### config.mk
export PLATFORM = sky130hd
export DESIGN_NAME = fifo_wr_arbiter
export DESIGN_NICKNAME = d
export VERILOG_FILES = /design/src/rtl/fifo_wr_arbiter.sv
export SDC_FILE = /design/constraint.sdc
export NUM_CORES = 1
export LEC_CHECK = 0
export ABC_AREA = 1
export CAP_MARGIN = 15
export CORE_MARGIN = 2
export CORE_UTILIZATION = 36
export CTS_CLUSTER_DIAMETER = 100
export DETAILED_ROUTE_END_ITERATION = 10
export PLACE_DENSITY = 0.8
export SKIP_CTS_REPAIR_TIMING = 1
export SLEW_MARGIN = 20
export SYNTH_ARGS = -nofsm -noshare
export SYNTH_HDL_FRONTEND = slang
export SYNTH_SLANG_ARGS = --single-unit
### constraint.sdc
create_clock -name clk -period 1.7 [get_ports clk]
set_input_delay 0.34 -clock clk [delete_from_list [all_inputs] [get_ports clk]]
set_output_delay 0.34 -clock clk [all_outputs]
set_load 0.005 [all_outputs]
### src/rtl/fifo_wr_arbiter.sv
// fifo_wr_arbiter
//   Round-robin arbiter for the write side of a block-RAM FIFO shared by two
//   producers. A producer owns the FIFO write port for a burst of up to BURST
//   words. Ownership passes to the other producer without a dead cycle when
//   the burst ends or the owner drops its request. The FIFO full flag stalls
//   the transfer combinationally but never moves ownership.
//
// Ports
//   clk      : system clock, rising edge
//   rst      : synchronous active-high reset; also masks ack/wr/grant
//   req0/1   : producer i holds a word on data0/1 until acked
//   data0/1  : producer write data (B bits)
//   ack0/1   : producer i word accepted this cycle
//   full     : FIFO full flag
//   wr       : FIFO write strobe
//   wr_data  : FIFO write data (0 when wr is low)
//   grant    : one-hot owner, 01 = producer 0, 10 = producer 1, 00 = none
module fifo_wr_arbiter #(
  parameter int B     = 8,
  parameter int BURST = 4
) (
  input  logic         clk,
  input  logic         rst,
  input  logic         req0,
  input  logic [B-1:0] data0,
  output logic         ack0,
  input  logic         req1,
  input  logic [B-1:0] data1,
  output logic         ack1,
  input  logic         full,
  output logic         wr,
  output logic [B-1:0] wr_data,
  output logic [1:0]   grant
);

  localparam int CNT_W = $clog2(BURST) + 1;
  localparam logic [CNT_W-1:0] CNT_MAX = CNT_W'(BURST - 1);

  typedef enum logic [1:0] {
    IDLE = 2'd0,
    OWN0 = 2'd1,
    OWN1 = 2'd2
  } state_t;

  state_t           r_state;
  state_t           w_state_nxt;
  logic [CNT_W-1:0] r_cnt;
  logic [CNT_W-1:0] w_cnt_nxt;
  // r_last: 0 = producer 0 released last, 1 = producer 1 released last
  logic             r_last;
  logic             w_last_nxt;
  logic             w_ack0;
  logic             w_ack1;

  // Reset masks the strobes so nothing in flight reaches the FIFO.
  assign w_ack0  = (r_state == OWN0) & req0 & ~full & ~rst;
  assign w_ack1  = (r_state == OWN1) & req1 & ~full & ~rst;
  assign ack0    = w_ack0;
  assign ack1    = w_ack1;
  assign wr      = w_ack0 | w_ack1;
  assign grant   = rst ? 2'b00 : {r_state == OWN1, r_state == OWN0};

  always_comb begin
    wr_data = '0;
    if (w_ack0)      wr_data = data0;
    else if (w_ack1) wr_data = data1;
  end

  always_comb begin
    w_state_nxt = r_state;
    w_cnt_nxt   = r_cnt;
    w_last_nxt  = r_last;
    case (r_state)
      IDLE: begin
        w_cnt_nxt = '0;
        // Both requesting: the producer that did not own the port last wins.
        if (req0 && req1) w_state_nxt = r_last ? OWN0 : OWN1;
        else if (req0)    w_state_nxt = OWN0;
        else if (req1)    w_state_nxt = OWN1;
      end
      OWN0: begin
        if (w_ack0 && (r_cnt != CNT_MAX)) begin
          w_cnt_nxt = r_cnt + CNT_W'(1);
        end else if (w_ack0 || !req0) begin
          // Release: the other producer takes priority over a re-grant.
          w_last_nxt = 1'b0;
          w_cnt_nxt  = '0;
          if (req1)      w_state_nxt = OWN1;
          else if (req0) w_state_nxt = OWN0;
          else           w_state_nxt = IDLE;
        end
        // Otherwise stalled by full: hold state and count.
      end
      OWN1: begin
        if (w_ack1 && (r_cnt != CNT_MAX)) begin
          w_cnt_nxt = r_cnt + CNT_W'(1);
        end else if (w_ack1 || !req1) begin
          w_last_nxt = 1'b1;
          w_cnt_nxt  = '0;
          if (req0)      w_state_nxt = OWN0;
          else if (req1) w_state_nxt = OWN1;
          else           w_state_nxt = IDLE;
        end
      end
      default: begin
        w_state_nxt = IDLE;
        w_cnt_nxt   = '0;
      end
    endcase
  end

  always_ff @(posedge clk) begin
    if (rst) begin
      r_state <= IDLE;
      r_cnt   <= '0;
      r_last  <= 1'b1;
    end else begin
      r_state <= w_state_nxt;
      r_cnt   <= w_cnt_nxt;
      r_last  <= w_last_nxt;
    end
  end

endmodule

==> impl_metrics.yaml <==
clocking:
  cts_buffer_depth: 2
  h-tree-depth: 1
  clkLatencyLatePin_ns: 0.24
  cts_buffers: 3
  cts_tree: "built"
  cts_root_buffer: "clkbuf_4"
  path_clk_slew_ns: 0.05
  cts_sinks: 6
critical_path:
  r2r_end: "r_cnt[2]$_SDFFE_PP0P_"
  r2r_setup_slack_ns: 0.17
  critPathKind: "reg -> out"
  crit_end: "wr_data[4]"
  ff2ff_path_depth: 10
  crit_arrival_ns: 1.48
  slowest_delay_ns: 0.35
  slowest_stage: "dfxtp_4"
  cp_data_required_time_ns: 1.36
  startpoint: "r_state[1]$_SDFFE_PP0P_"
  critical_path.max_fanout: 6
  worstReg2RegStart: "r_state[1]$_SDFFE_PP0P_"
  crit_top_cell: "nand2_4"
  start_kind: "flop"
  cp_cell_sequence: "buf_6 > ha_4 > nand2_4 > inv_4 > nand2_4 > inv_6 > buf_4 > nand3_1 > nand2_1 > clkbuf_2"
  endpoint_kind: "output pin"
global_routing:
  overflow: 0
  antenna_found_initial: 0
  grt_pass1_vias: 789
  grt_max_degree: 10
  grt_usage_pct: 21.5
  grt_pass1_wl_mm: 3.23
synth:
  synth_compound_area_share_pct: 11.8
  synth_fa_ha_area_share_pct: 12.8
  synth_cell_types: 14
  syn_avg_cell_area_sq_um: 5.90
  synth_top_family_by_area: "simple AND/OR/NAND/NOR gates"
  synth.area.mux_share_pct: 0
  synth.ff_latch_count: 6
  ys_seq_area_share_pct: 20.6
  ys_warn_count: 0
  synthCells: 99
  synth_xor_area_share_pct: 0
  synth_area_sq_um: 584
  synthSimpleGateAreaFrac_pct: 43.9
  syn-num-nets: 126
route:
  postRouteAntennaNets: 0
  drc_errors: 0
  wl_mm: 2.27
  drt_iter0_markers: 22
  vias: 842
  dr.pass1.iters: 4
  drt-vias-per-instance: 4.92
  wl_per_cell_um: 13.3
sta:
  post-route-period-util_pct: 107
  fmax_mhz: 551
  rsz0062_at_grt: "yes"
  worstMarginPinSlew_ns: 0.286
  fin_crit_ns: 1.82
  slew_viol_final: 0
  setup-violations-final: 7
  fin_worst_skew_ns: 0.00292
  maxSlewHeadroom_pct: 80.8
  fin_ws_ns: -0.116
  hold_violations: 0
layout:
  regArea_sq_um: 128
  area_growth_pct: 106
  layout.nets: 184
  final_cells: 171
  nFillCells: 103
  multi_input_area_sq_um: 475
  drive_gt1_share_pct: 34.8
  antennaDiodeCount: 0
floorplan:
  design.die.area_sq_mm: 0.00196
  ios: 34
  dieWidth_um: 44.3
  rows: 14
  die_y_um: 44.3
  initial_core_util_pct: 38.8
  core_area_sq_mm: 0.00151
outcome:
  failed_checks: "setup timing"
  outcome: "finished, violations left"
flow_run:
  drv_cap: 0
placement:
  dp.final_hpwl_mm: 1.60
  io_buffer_count: 33
  place.gp.congestion: 0.796
  dp.cells: 163
power_and_ir_drop:
  power_uw: 1160
  power_density_mw_per_mm2: 963
  ir_worst_vdd_mv: 0.757
  leakage_uw: 0.000757
min_path:
  hold_path.class: "reg -> reg"
==> placed cells by master (no fill, tap or decap), types with 2 or more instances in the layout <==
cell | netlist | layout
nand2_1 | 35 | 33
buf_4 | 0 | 17
clkdlybuf4s50_1 | 0 | 16
inv_1 | 14 | 11
dlymetal6s2s_1 | 0 | 9
nand3_1 | 14 | 8
nor2_1 | 7 | 7
a21oi_1 | 7 | 7
nand3_2 | 0 | 6
inv_4 | 0 | 4
nand2_4 | 1 | 4
ha_1 | 6 | 4
buf_2 | 0 | 4
clkbuf_2 | 0 | 4
dfxtp_1 | 6 | 4
clkbuf_4 | 0 | 3
buf_6 | 0 | 3
inv_6 | 0 | 2
o21ai_0 | 2 | 2
ha_4 | 0 | 2
dfxtp_4 | 0 | 2
==> routing by layer <==
layer  wire [um]  global-route usage [%]
met3          81                   0.408
met1        1040                    27.8
met4          29                    9.70
met2        1110                    37.1
met5           0                       0
==> synth_stat cells, drive strengths merged <==
library cell / n / share of area, %
ha: 6 / 13
nand3: 14 / 12
inv: 17 / 11
o21ai: 2 / 1.7
a21oi: 8 / 7.5
nor2: 8 / 6.4
nand2: 37 / 25
o2bb2ai: 1 / 2.6
dfxtp: 6 / 21
==> sequential cells by signal, indices dropped and copies added, names as in the netlist <==
name	flops
r_last	1
r_state	2
r_cnt	3
==> critical path, delay by kind of cell, from the launching register on <==
kind / cells / cell delay, ns
buf+inv: 5 / 0.45
flops: 1 / 0.35
simple gates: 4 / 0.27
fa+ha+maj: 1 / 0.15
==> per-stage QoR <==
step	cell area (sq um)	TNS [ns]	setup slack (ns)	hold WS, ns	utilization, %
after detailed placement	1050	-6.14	-0.560	0.459	69.5
after global placement	1050	-5.29	-0.481	0.440	69.5
after global routing	1200	-0.874	-0.157	0.482	79.9
after floorplan	584	0	0.256	0.409	-
after CTS	1070	-5.99	-0.562	0.465	71.0
final	1200	-0.442	-0.116	0.474	79.9
==> kinds of logic after synthesis <==
kind of cell    after synthesis
compound gates               11
fa+ha+maj                     6
buf+inv                      17
flops                         6
simple gates                 59
==> final cells by class <==
class	count	share of cell area [%]
well taps	16	1.66
flip-flops and latches	6	10.6
multi-input cells	76	39.5
inverters	17	6.96
clock buffers	3	1.87
repair buffers	53	39.4
==> power by group <==
group | internal, uW | switching, uW
registers | 189 | 50.0
clock network | 79.9 | 51.8
logic | 394 | 394
total | 664 | 496
==> worst min-delay path by stage <==
stage                            endpoint                  start  depth (start not counted)
finish              r_cnt[0]$_SDFFE_PP0P_  r_cnt[0]$_SDFFE_PP0P_                          2
global route        r_cnt[2]$_SDFFE_PP0P_  r_cnt[2]$_SDFFE_PP0P_                          2
CTS                 r_cnt[2]$_SDFFE_PP0P_  r_cnt[2]$_SDFFE_PP0P_                          2
detailed placement  r_cnt[2]$_SDFFE_PP0P_  r_cnt[2]$_SDFFE_PP0P_                          2
global placement      r_last$_SDFFE_PP1P_    r_last$_SDFFE_PP1P_                          2
floorplan           r_cnt[1]$_SDFFE_PP0P_                    rst                          1
(Power assumes the default switching activity.)
